### src/rtl/csr_rmw_ctrl.sv
// ---------------------------------------------------------------------------
// csr_rmw_ctrl
// Initiator side of the CSR register-file access interface. Takes one CSR
// instruction (CSRRW/RS/RC and the immediate forms) and performs it as a
// sequenced read-modify-write: read the old value, issue one write pulse
// if needed, then return the old value for the rd writeback.
//
// Ports
//   clk, rst            clock, synchronous active-high reset
//   req_*_i / req_ready_o
//                       instruction request from execute; accepted in IDLE
//   flush_i             abort the in-flight operation (trap)
//   csr_raddr_o / csr_rdata_i
//                       CSR file read port (read data is combinational)
//   csr_we_o / csr_waddr_o / csr_wdata_o
//                       CSR file write port, one-cycle write pulse
//   rsp_*_o             completion pulse with rd writeback information
//   illegal_o / illegal_pc_o
//                       illegal-instruction report, coincident with rsp
//   busy_o              high while an operation is in flight
// ---------------------------------------------------------------------------
module csr_rmw_ctrl #(
    parameter int DATA_W      = 32,
    parameter bit RO_CHECK_EN = 1'b1
) (
    input  logic              clk,
    input  logic              rst,

    input  logic              req_valid_i,
    output logic              req_ready_o,
    input  logic [2:0]        req_funct3_i,
    input  logic [11:0]       req_addr_i,
    input  logic [4:0]        req_rs1_idx_i,
    input  logic [DATA_W-1:0] req_rs1_data_i,
    input  logic [4:0]        req_rd_i,
    input  logic [31:0]       req_pc_i,

    input  logic              flush_i,

    output logic [11:0]       csr_raddr_o,
    input  logic [DATA_W-1:0] csr_rdata_i,
    output logic              csr_we_o,
    output logic [11:0]       csr_waddr_o,
    output logic [DATA_W-1:0] csr_wdata_o,

    output logic              rsp_valid_o,
    output logic              rsp_we_o,
    output logic [4:0]        rsp_rd_o,
    output logic [DATA_W-1:0] rsp_data_o,
    output logic              illegal_o,
    output logic [31:0]       illegal_pc_o,
    output logic              busy_o
);

    typedef enum logic [1:0] {
        S_IDLE = 2'd0,
        S_RD   = 2'd1,
        S_WR   = 2'd2,
        S_RSP  = 2'd3
    } state_t;

    state_t              state_q,   state_d;
    logic [2:0]          funct3_q,  funct3_d;
    logic [11:0]         addr_q,    addr_d;
    logic [4:0]          rs1_idx_q, rs1_idx_d;
    logic [4:0]          rd_q,      rd_d;
    logic [31:0]         pc_q,      pc_d;
    logic [DATA_W-1:0]   operand_q, operand_d;
    logic [DATA_W-1:0]   old_q,     old_d;
    logic                illegal_q, illegal_d;

    // Decode of the latched instruction, used in the RD cycle.
    logic                write_intent;
    logic                illegal_rd;
    logic [DATA_W-1:0]   new_value;

    // RW forms always write; set/clear forms write only when rs1/zimm
    // field is non-zero (reads without side effects).
    assign write_intent = (funct3_q[1:0] == 2'b01) || (rs1_idx_q != 5'd0);
    assign illegal_rd   = (funct3_q[1:0] == 2'b00) ||
                          (RO_CHECK_EN && write_intent && (addr_q[11:10] == 2'b11));

    always_comb begin
        unique case (funct3_q[1:0])
            2'b01:   new_value = operand_q;
            2'b10:   new_value = old_q | operand_q;
            default: new_value = old_q & ~operand_q;
        endcase
    end

    // NOTE: sequential state uses non-blocking assignments only, so every
    // register samples its _d value from before the edge.
    always_ff @(posedge clk) begin
        if (rst) begin
            state_q   <= S_IDLE;
            funct3_q  <= '0;
            addr_q    <= '0;
            rs1_idx_q <= '0;
            rd_q      <= '0;
            pc_q      <= '0;
            operand_q <= '0;
            old_q     <= '0;
            illegal_q <= 1'b0;
        end else begin
            state_q   <= state_d;
            funct3_q  <= funct3_d;
            addr_q    <= addr_d;
            rs1_idx_q <= rs1_idx_d;
            rd_q      <= rd_d;
            pc_q      <= pc_d;
            operand_q <= operand_d;
            old_q     <= old_d;
            illegal_q <= illegal_d;
        end
    end

    // NOTE: every signal written here gets a default first, so no path
    // through the case can leave one unassigned and infer a latch.
    always_comb begin
        state_d      = state_q;
        funct3_d     = funct3_q;
        addr_d       = addr_q;
        rs1_idx_d    = rs1_idx_q;
        rd_d         = rd_q;
        pc_d         = pc_q;
        operand_d    = operand_q;
        old_d        = old_q;
        illegal_d    = illegal_q;

        req_ready_o  = 1'b0;
        csr_raddr_o  = '0;
        csr_we_o     = 1'b0;
        csr_waddr_o  = '0;
        csr_wdata_o  = '0;
        rsp_valid_o  = 1'b0;
        rsp_we_o     = 1'b0;
        rsp_rd_o     = '0;
        rsp_data_o   = '0;
        illegal_o    = 1'b0;
        illegal_pc_o = '0;

        unique case (state_q)
            S_IDLE: begin
                req_ready_o = 1'b1;
                // A flush in the same cycle blocks acceptance.
                if (req_valid_i && !flush_i) begin
                    funct3_d  = req_funct3_i;
                    addr_d    = req_addr_i;
                    rs1_idx_d = req_rs1_idx_i;
                    rd_d      = req_rd_i;
                    pc_d      = req_pc_i;
                    operand_d = req_funct3_i[2]
                              ? {{(DATA_W-5){1'b0}}, req_rs1_idx_i}
                              : req_rs1_data_i;
                    state_d   = S_RD;
                end
            end
            S_RD: begin
                csr_raddr_o = addr_q;
                old_d       = csr_rdata_i;
                illegal_d   = illegal_rd;
                state_d     = (write_intent && !illegal_rd) ? S_WR : S_RSP;
            end
            S_WR: begin
                csr_we_o    = 1'b1;
                csr_waddr_o = addr_q;
                csr_wdata_o = new_value;
                state_d     = S_RSP;
            end
            S_RSP: begin
                rsp_valid_o  = 1'b1;
                rsp_we_o     = (rd_q != 5'd0) && !illegal_q;
                rsp_rd_o     = rd_q;
                rsp_data_o   = old_q;
                illegal_o    = illegal_q;
                illegal_pc_o = illegal_q ? pc_q : 32'd0;
                state_d      = S_IDLE;
            end
            default: state_d = S_IDLE;
        endcase

        // Trap flush: abandon the operation without any side effect in
        // this cycle.
        if (flush_i && (state_q != S_IDLE)) begin
            state_d     = S_IDLE;
            csr_we_o    = 1'b0;
            rsp_valid_o = 1'b0;
            illegal_o   = 1'b0;
        end

        // A reset cycle must never commit a CSR write.
        if (rst) begin
            csr_we_o = 1'b0;
        end
    end

    assign busy_o = (state_q != S_IDLE);

endmodule

### config.mk
export PLATFORM = sky130hd
export DESIGN_NAME = csr_rmw_ctrl
export DESIGN_NICKNAME = d
export VERILOG_FILES = /design/src/rtl/csr_rmw_ctrl.sv
export SDC_FILE = /design/constraint.sdc
export NUM_CORES = 1
export LEC_CHECK = 0
export CAP_MARGIN = 20
export CORE_AREA = 2 2 101 141
export CTS_CLUSTER_DIAMETER = 100
export DETAILED_ROUTE_END_ITERATION = 10
export DIE_AREA = 0 0 103 143
export GPL_ROUTABILITY_DRIVEN = 0
export PLACE_DENSITY_LB_ADDON = 0.1
export SKIP_LAST_GASP = 1
export SYNTH_ARGS = -nofsm -noshare
export SYNTH_HDL_FRONTEND = slang
export SYNTH_SLANG_ARGS = --single-unit
### constraint.sdc
create_clock -name clk -period 3.7 [get_ports clk]
set_input_delay 0.74 -clock clk [delete_from_list [all_inputs] [get_ports clk]]
set_output_delay 0.74 -clock clk [all_outputs]
set_load 0.02 [all_outputs]
Word level (Yosys, flattened, before mapping)
Index checks and enable logic that the tools add are counted.

Equality and inequality tests: 7. Muxes and demuxes: 21. Bitwise logic cells: 3. Reduce and logical (&&, ||, !) cells: 17.

Operator list (count): $mux W32 (5); $pmux W32 S2 (1); $and A32 B32 Y32 (1); $not A32 Y32 (1); $or A32 B32 Y32 (1); $mux W12 (2); $mux W1 (10); $reduce_bool A5 Y1 (2); $eq A2 B2 Y1 const B (4); $pmux W2 S4 (1); $logic_and A1 B1 Y1 (5); $mux W5 (1); $eq A2 B1 Y1 const B (2); $logic_not A2 Y1 (2); $logic_not A1 Y1 (3); $logic_or A1 B1 Y1 (2); $mux W2 (1); $ne A2 B2 Y1 const B (1); $reduce_and A2 Y1 (1); $reduce_bool A2 Y1 (1); $reduce_or A2 Y1 (1).

Register bits: 123. Bits of input ports: 125. Output and inout bits: 131. Word-level logic and storage cells: 57.

Depth between registers and ports, before layout
Gate-level depths: netlist (run 1).

Depth after elaboration: 8. Mapped depth: 8. Gate-level depth less buffers: 5.

Worst setup path before layout (run 1)
Ideal clock, no wire load.

Path kind: register to output. From: register funct3_q[0]. To: output port csr_wdata_o[10]. Arrival time: 1589 ps. Data required time: 2960 ps. Setup slack: 1371 ps. Stages on the path, launching flop included: 7. Path buffers: 1. Cell sequence: dfxtp_1 -> inv_1 -> ha_1 -> nand2b_1 -> buf_2 -> nand3b_1 -> a21boi_0.

Longest elaborated chain between the ends: 3. Elaborated cells on any way between the ends: 4. Those cells by class: eq/ne: 2; mux: 2.

RTL lines: from (decl) (line 63) `logic [2:0] funct3_q, funct3_d;`; from (signal assigned) (line 106) `funct3_q <= funct3_d;`; $eq A2 B2 Y1 or $eq A2 B1 Y1 (tied branches) (line 84) `unique case (funct3_q[1:0])`; $pmux W32 S2 * (line 84); $mux W32 * (line 142) `unique case (state_q)`; to (decl) (line 44) `output logic [DATA_W-1:0] csr_wdata_o,`.

Mark *: on every way between the ends. The rest lies on a longest branch, timed or not.

Worst setup path after layout (run 1)
From: register funct3_q[0]. To: output port csr_wdata_o[4].

Same word-level chain as after synthesis.

==> results.tsv, run 1 <==
stage	metric	value	unit
status	run_status	finished, final reports clean	
cells_and_area	syn2layout_area_growth	55.1	%
synthesis	synth_top_area_cell	dfxtp_1	
synthesis	synth.top_cells.by_count	nand2_1, dfxtp_1, a21oi_1	
worst_setup_path	timing.setup.critical_path_class	reg2out	
synthesis	yosys.cell_types.count	28	
place	port-buffer-count	255	
clocking	cts_setup_buffers	0	
clocking	clock_tree.buffer_depth	2	
grt	initial_antenna_violation_count	0	
drt	first_iter_violations	236	
drt	routed_wl	18700	microns
pwr	power_leakage	0.00332	uW
synthesis	ys_seq_area_frac	0.415	
synthesis	netlist.area_leader.share	0.415	
grt	globalRouteOverflowTotal	0	
floorplan	overall_die_area	0.0147	sq mm
clocking	clock-root-buffer	clkbuf_16	
grt	wire_length_of_the_first_global_routing_pass	28800	microns
pwr	cellInternalPower	2910	uW
pwr	power.share.combinational	0.151	
worst_setup_path	crit_path_top_delay_cell	clkdlybuf4s50_1	
pwr	power_switching	962	uW
pwr	power.sequential.fraction	0.384	
timing	timing.final.setup_violations	0	
timing	timing.fmax	0.292	GHz
cells_and_area	utilization_after_layout	0.688	
worst_setup_path	worstSetupEndpointType	primary output	
pwr	power_density	420	mW/mm^2
clocking	cts_tree	built	
cells_and_area	finish.net_count	1101	
worst_setup_path	crit_family	buffers and inverters	
grt	number_of_global_route_vias_before_repair	5949	
clocking	clk-insertion-delay-late	0.40	ns
synthesis	area_contributors_post_synth	dfxtp_1, nand2_1, nand3b_1	
timing	setup-tns-final	0	ns
drt	drt-pass1-iter-count	5	
clocking	cts_htree_levels	4	
timing	slew_viol_final	0	
run	count_of_maximum_capacitance_violations	0	
worst_setup_path	cp.buffers_inverters	3	
timing	timing.slew.headroom	0.299	
pwr	worst_ir_drop_vdd	0.314	mV
timing	postLayoutSetupSlackWorst	0.271	ns
drt	wl_per_cell	16.0	microns
worst_setup_path	worstSetupStartpointType	flip-flop	
place	dp_slack	0.634	ns
grt	track_usage	0.251	
synthesis	top_flip_flop_cell_by_instance_count_after_synthesis	dfxtp_1	
floorplan	die_w	103	microns
timing	slew_of_the_pin_with_the_lowest_slew_margin	1.05	ns
clocking	worst_setup_hold_path_clk_slew	0.06	ns
synthesis	synth-edff-count	0	
timing	grt_setup_unrepaired	no	
worst_setup_path	crit_chain	inv_1 -> ha_1 -> o21a_1 -> buf_4 -> nand2_1 -> a21boi_0 -> clkdlybuf4s50_1	
min_path	hold_class	reg2reg	
cells_and_area	post_route_cells_drive_above_1_share	0.0509	
floorplan	core_region_area	0.0134	sq mm
drt	num_vias	5968	
floorplan	i_o_pin_total	256	
pwr	p_clk_frac	0.465	
drt	drtAntennaViolNets	0	
drt	route.detailed.drc	0	
timing	timing_hold_violations_final	0	
place	detailedPlacementHpwl	13300	microns
synthesis	synth_fp_nets	877	
synthesis	post-synth-top-count-cell	nand2_1	
grt	pin_count_of_the_biggest_net_entering_global_routing	100	
synthesis	synth.yosys.warnings	0	
timing	layout_worst_path_cycle_share	0.927	
cells_and_area	insertedDiodeCount	0	
worst_setup_path	cp.required	2.96	ns
clocking	cts_inserted_buffers	17	
worst_setup_path	worst_ep_arrival_time	2.69	ns
pwr	power_switching_share	0.249	
synthesis	yosys_register_bits	123	
floorplan	die_height	143	microns
cells_and_area	num-fill-cells	1146	
synthesis	postSynthCellCount	745	
worst_setup_path	cpPeakStageDelay	0.68	ns
clocking	clock-sinks	123	
timing	worst_clock_skew	0.00668	ns
floorplan	num_rows	50	
synthesis	syn_area_per_cell	7.97	sq um
worst_setup_path	critPathMaxFanout	32	
synthesis	mappedNetlistArea	0.00594	sq mm
floorplan	starting_utilization_of_the_core_area	0.444	
drt	routed_via_density	5.13	
timing	post-route-min-period	3.43	ns
synthesis	synth-async-reset-ratio	0	
-- power groups by stage --
| stage | Sequential (uW) | Clock [uW] | Combinational, uW |
|---|---|---|---|
| after global placement | 1520 | 0 | 550 |
| final | 1490 | 1800 | 584 |
| after detailed placement | 1520 | 0 | 565 |
| after CTS | 1490 | 1830 | 569 |
| after floorplan | 1490 | 0 | 353 |
| after global routing | 1500 | 1900 | 641 |
-- per-stage QoR --
step / power, uW / hold slack [ns] / area, sq um / cells
4_1_cts: 3890 / 0.452 / 9180 / 1163
3_3_place_gp: 2070 / 0.439 / 8530 / 1131
3_5_place_dp: 2090 / 0.443 / 8530 / 1131
5_1_grt: 4030 / 0.471 / 9210 / 1164
2_1_floorplan: 1840 / 0.432 / 5940 / 745
6_report: 3870 / 0.450 / 9210 / 1164
-- path summary, 6_finish.rpt --
check,from,end,slack [ns],cells after the start
setup reg to reg,state_q[0],operand_q[13],1.41,6
hold reg to reg,pc_q[1],pc_q[1],0.45,2
setup / recovery,funct3_q[0],csr_wdata_o[4],0.27,7
hold / removal,pc_q[1],pc_q[1],0.45,2
-- worst min-delay path, stage by stage, from the launching register on --
cell and delay, ns:
dfxtp_1 0.30, nand2_1 0.05, a21oi_1 0.05
-- sequential cells by signal (all words and copies together) (netlist names) --
register   flops
pc_q          32
illegal_q      1
state_q        2
rs1_idx_q      5
rd_q           5
funct3_q       2
old_q         32
operand_q     32
addr_q        12
-- placed cells by master, fill, tap and decap left out, types with 6 or more instances in the layout --
cell type and n:
dfxtp_1 123, nand2_1 173, a21oi_1 84, a211oi_1 7
and2_1 61, buf_4 11, clkdlybuf4s50_1 254, mux2i_1 38
clkbuf_16 17, a21boi_0 32, and3_1 32, nor2_1 42
inv_1 6, nand3b_1 61
-- what timing repair did --
| action | CTS | global route |
|---|---|---|
| setup endpoints to repair | 0 | 2 |
| resized for setup | 0 | 1 |
| hold buffers | 0 | 0 |
| hold endpoints to repair | 0 | 0 |
-- layout make-up --
class	instances	area, sq um	share of cell area
Tap cell	182	228	0.0247
Inverter	6	22.5	0.00245
Clock buffer	17	425	0.0462
Sequential cell	123	2460	0.267
Timing Repair Buffer	268	2690	0.292
Clock inverter	15	223	0.0242
Multi-Input combinational cell	553	3150	0.343
-- per-layer routing --
layer  global-route usage  up-vias  share of wire
li1                     -     2930              -
met1                0.281     2801           0.39
met2                0.444      211           0.52
met3               0.0773       26          0.071
met4               0.0824        0          0.019
met5                    0        -              0
-- cells by family after synthesis --
logic type                 count (synthesis)  synth area share
and+or+nand+nor                          381             0.324
AOI/OAI and AO/OA                        127             0.126
DFF                                      123             0.415
buffers and inverters                     69            0.0560
adders and majority gates                  7            0.0147
muxes                                     38            0.0641
(Power assumes the default switching activity.)
==> run 2, diff against run 1 <==
CAP_MARGIN = 30   (was 20)
==> results.tsv, run 2 (synthesis gave the netlist of run 1 again) <==
stage	metric	value	unit
cells_and_area	post_route_cells_drive_above_1_share	0.0519	
timing	setup-tns-final	0	ns
cells_and_area	most-common-layout-cells	clkdlybuf4s50_1, nand2_1, dfxtp_1	
clocking	clock-sinks	123	
timing	timing_hold_violations_final	0	
timing	slew_viol_final	0	
worst_setup_path	worst_ep_arrival_time	2.68	ns
floorplan	die_w	103	microns
cells_and_area	layout_commonest_cell	clkdlybuf4s50_1	
grt	wire_length_of_the_first_global_routing_pass	28800	microns
clocking	cts_setup_buffers	0	
pwr	power_leakage	0.00333	uW
cells_and_area	multiInputGateArea	0.00315	sq mm
drt	wl_per_cell	16.0	microns
grt	track_usage	0.251	
drt	drt-pass1-iter-count	4	
place	dp_slack	0.634	ns
cells_and_area	top_regs	old_q x32, operand_q x32, pc_q x32	
cells_and_area	insertedDiodeCount	0	
grt	gr-usage-met1	0.281	
drt	drtAntennaViolNets	0	
floorplan	core_region_area	0.0134	sq mm
timing	timing.final.setup_violations	0	
place	detailedPlacementHpwl	13300	microns
drt	routed_wl	18700	microns
grt	grt_use_met3	0.0773	
cells_and_area	syn2layout_area_growth	55.5	%
floorplan	die_height	143	microns
clocking	worst_setup_hold_path_clk_slew	0.06	ns
timing	hold_slack	0.449	ns
drt	routed_via_density	5.12	
floorplan	i_o_pin_total	256	
cells_and_area	finish.net_count	1102	
floorplan	num_rows	50	
clocking	cts_htree_levels	4	
worst_setup_path	critPathMaxFanout	32	
grt	initial_antenna_violation_count	0	
clocking	cts_inserted_buffers	17	
floorplan	starting_utilization_of_the_core_area	0.444	
timing	grt_setup_unrepaired	no	
timing	slew_of_the_pin_with_the_lowest_slew_margin	0.822	ns
timing	postLayoutSetupSlackWorst	0.282	ns
timing	timing.fmax	0.293	GHz
drt	route.detailed.drc	0	
timing	worst_clock_skew	0.00866	ns
timing	timing.slew.headroom	0.450	
drt	first_iter_violations	228	
grt	number_of_global_route_vias_before_repair	5949	
clocking	ctsHoldBuffers	0	
pwr	total_power	3870	uW
drt	num_vias	5963	
status	run_status	finished, final reports clean	
clocking	cts_tree	built	
grt	gr-max-usage-layer	met2	
timing	post-route-min-period	3.42	ns
pwr	power_density	419	mW/mm^2
cells_and_area	register_area	0.00246	sq mm
worst_setup_path	worstSetupStartpointType	flip-flop	
cells_and_area	num-fill-cells	1142	
worst_setup_path	timing.setup.critical_path_class	reg2out	
timing	layout_worst_path_cycle_share	0.924	
pwr	worst_ir_drop_vdd	0.315	mV
place	port-buffer-count	255	
floorplan	overall_die_area	0.0147	sq mm
grt	global_route.usage.met2	0.444	
run	count_of_maximum_capacitance_violations	0	
min_path	hold_class	reg2reg	
clocking	clock_tree.buffer_depth	2	
grt	globalRouteOverflowTotal	0	
grt	pin_count_of_the_biggest_net_entering_global_routing	100	
worst_setup_path	worstSetupEndpointType	primary output	
clocking	clk-insertion-delay-late	0.41	ns
clocking	clock-root-buffer	clkbuf_16	
worst_setup_path	cp.required	2.96	ns
run 2: cell types whose count changed in the layout (fill, tap and decap cells not counted):
cell	delta
buf_16	+1
run 2: critical path: stages (launching register included):
cell	delay [ns]
dfxtp_1	0.36
inv_1	0.07
ha_1	0.32
o21a_1	0.13
buf_4	0.30
nand2_1	0.09
a21boi_0	0.32
clkdlybuf4s50_1	0.68
run 2: metal layers:
| layer | routed length, microns | vias up | part of all wire |
|---|---|---|---|
| li1 | - | 2930 | - |
| met1 | 7360 | 2806 | 0.39 |
| met2 | 9670 | 205 | 0.52 |
| met3 | 1300 | 22 | 0.070 |
| met4 | 334 | 0 | 0.018 |
| met5 | 0 | - | 0 |
run 2: what timing repair did:
action                                  in CTS  in global routing
endpoints found under the hold margin        0                  0
gates resized for setup                      0                  1
endpoints found under the setup margin       0                  2
run 2: worst paths after layout:
path / start / to / slack, ns / cells after the start
worst max-delay path: funct3_q[0] / csr_wdata_o[4] / 0.28 / 7
worst min-delay path: pc_q[23] / pc_q[23] / 0.45 / 2
worst max register to register: state_q[0] / operand_q[13] / 1.42 / 6
worst min register to register: pc_q[23] / pc_q[23] / 0.45 / 2
run 2: through the flow:
stage               std cells  utilization  area [sq um]
CTS                      1163        0.686          9180
global placement         1131        0.637          8530
detailed placement       1131        0.637          8530
floorplan                 745            -          5940
global route             1165        0.690          9240
finish                   1165        0.690          9240
run 2: where the power goes:
group | internal (uW) | leakage (uW) | total [uW] | switching, uW
Sequential | 1420 | 0.00100 | 1490 | 69.1
Clock | 1200 | 0.000309 | 1800 | 601
Combinational | 296 | 0.00202 | 588 | 292
Total | 2910 | 0.00333 | 3870 | 962
run 2: final cells by class:
type / instances / area share
repair buffers: 269 / 0.295
inverters: 6 / 0.00244
multi-input cells: 553 / 0.342
clock buffers: 17 / 0.0461
clock inverters: 15 / 0.0241
well taps: 182 / 0.0247
flip-flops and latches: 123 / 0.267
==> run 3, diff against run 2 <==
CORE_AREA = 2 2 106 150   (was 2 2 101 141)
DIE_AREA = 0 0 108 152   (was 0 0 103 143)
==> results.tsv, run 3 (synthesis gave the netlist of run 1 again) <==
stage	metric	value	unit
status	run_status	finished, final reports clean	
timing	worst_clock_skew	0.00503	ns
pwr	power_density	405	mW/mm^2
cells_and_area	most-common-layout-cells	clkdlybuf4s50_1, nand2_1, dfxtp_1	
clocking	clock-root-buffer	clkbuf_16	
cells_and_area	syn2layout_area_growth	54.3	%
floorplan	i_o_pin_total	256	
timing	setup-tns-final	0	ns
clocking	cts_htree_levels	4	
place	detailedPlacementHpwl	12600	microns
floorplan	core_region_area	0.0152	sq mm
worst_setup_path	reg2reg_setup_slack	1.53	ns
drt	route.detailed.drc	0	
clocking	ctsHoldBuffers	0	
clocking	clk-insertion-delay-late	0.41	ns
drt	wl_per_cell	15.6	microns
timing	slew_viol_final	0	
worst_setup_path	critPathMaxFanout	32	
drt	num_vias	5752	
drt	drtAntennaViolNets	0	
pwr	worst_ir_drop_vdd	0.309	mV
worst_setup_path	cp.required	2.96	ns
min_path	worst_hold_startpoint	pc_q[9]	
worst_setup_path	worstSetupStartpointType	flip-flop	
clocking	clock-sinks	123	
grt	track_usage	0.224	
min_path	worst_hold_path.endpoint	pc_q[9]	
cells_and_area	num-fill-cells	1443	
timing	timing.fmax	0.298	GHz
clocking	cts_setup_buffers	0	
drt	routed_wl	18400	microns
min_path	hold_class	reg2reg	
clocking	clock_tree.buffer_depth	2	
grt	globalRouteOverflowTotal	0	
clocking	worst_setup_hold_path_clk_slew	0.06	ns
place	port-buffer-count	255	
timing	timing_hold_violations_final	0	
timing	hold_slack	0.449	ns
floorplan	starting_utilization_of_the_core_area	0.391	
clocking	cts_inserted_buffers	17	
timing	grt_setup_unrepaired	no	
timing	layout_worst_path_cycle_share	0.907	
run	count_of_maximum_capacitance_violations	0	
worst_setup_path	timing.setup.critical_path_class	reg2out	
cells_and_area	layout_commonest_cell	clkdlybuf4s50_1	
timing	timing.final.setup_violations	0	
clocking	cts_tree	built	
timing	slew_of_the_pin_with_the_lowest_slew_margin	0.896	ns
cells_and_area	finish.net_count	1101	
grt	wire_length_of_the_first_global_routing_pass	29200	microns
timing	post-route-min-period	3.36	ns
clocking	cts_repair_resize_count	0	
floorplan	die_height	152	microns
floorplan	die_w	108	microns
timing	timing.slew.headroom	0.403	
cells_and_area	post_route_cells_drive_above_1_share	0.0469	
drt	first_iter_violations	182	
worst_setup_path	worstRegToRegCells	6	
cells_and_area	top_regs	old_q x32, operand_q x32, pc_q x32	
worst_setup_path	worst_r2r_src	state_q[0]	
grt	number_of_global_route_vias_before_repair	5653	
worst_setup_path	crit-reg2reg-capture	rs1_idx_q[0]	
worst_setup_path	worstSetupEndpointType	primary output	
floorplan	overall_die_area	0.0164	sq mm
pwr	power_leakage	0.00330	uW
floorplan	num_rows	54	
worst_setup_path	worst_ep_arrival_time	2.62	ns
drt	routed_via_density	4.88	
grt	pin_count_of_the_biggest_net_entering_global_routing	79	
min_path	min_path_cells	2	
drt	drt-pass1-iter-count	4	
grt	initial_antenna_violation_count	2	
-- run 3: cell types whose count changed in the layout (fill, tap and decap cells not counted), sizes merged --
cell      before  now
clkbuf        17   24
clkinvlp       3    1
diode          0    2
buf           15   14
clkinv         6    4
inv            7    6
bufinv         5    2
-- run 3: cell type report --
type	instances	area [sq um]	share of cell area
Inverter	6	22.5	0.00246
Multi-Input combinational cell	553	3150	0.344
Tap cell	196	245	0.0268
Timing Repair Buffer	268	2690	0.293
Antenna cell	2	5.00	0.000546
Sequential cell	123	2460	0.269
Clock buffer	24	502	0.0548
Clock inverter	7	87.6	0.00956
-- run 3: worst max path at each step --
stage                           start               to  slack, ns  cells after the start
after floorplan           funct3_q[0]  csr_wdata_o[10]       1.37                      6
after global placement        flush_i         csr_we_o       0.73                      4
after detailed placement      flush_i         csr_we_o       0.70                      4
after CTS                 funct3_q[0]  csr_wdata_o[12]       0.32                      7
after global routing      funct3_q[0]   csr_wdata_o[8]       0.17                      7
final                     funct3_q[0]  csr_wdata_o[12]       0.34                      7
-- run 3: through the flow --
| step | total power [uW] | instances | setup slack (ns) | area, sq um | utilization |
|---|---|---|---|---|---|
| 2_1_floorplan | 1840 | 745 | 1.37 | 5940 | - |
| 3_3_place_gp | 2090 | 1146 | 0.727 | 8570 | 0.564 |
| 3_5_place_dp | 2100 | 1146 | 0.702 | 8570 | 0.564 |
| 4_1_cts | 3740 | 1177 | 0.320 | 9160 | 0.602 |
| 5_1_grt | 3860 | 1178 | 0.174 | 9160 | 0.602 |
| 6_report | 3710 | 1179 | 0.343 | 9160 | 0.603 |
-- run 3: report_power, final --
group | internal, uW | switching [uW]
sequential | 1420 | 60.5
clock | 1070 | 573
combinational | 290 | 294
total | 2780 | 928
-- run 3: critical path, stage by stage (launching register included) --
cell and delay, ns:
dfxtp_1 0.35, inv_1 0.07, ha_1 0.30, o21a_1 0.12, buf_4 0.34, nand2_1 0.10
a21boi_0 0.24, clkdlybuf4s50_1 0.66
-- run 3: layer usage --
layer / wire (microns) / part of all wire / vias up / GRT usage
met5: 0 / 0 / - / 0
met3: 1350 / 0.074 / 27 / 0.0768
met2: 8790 / 0.48 / 177 / 0.373
li1: - / - / 2928 / -
met4: 446 / 0.024 / 0 / 0.0781
met1: 7770 / 0.42 / 2620 / 0.266
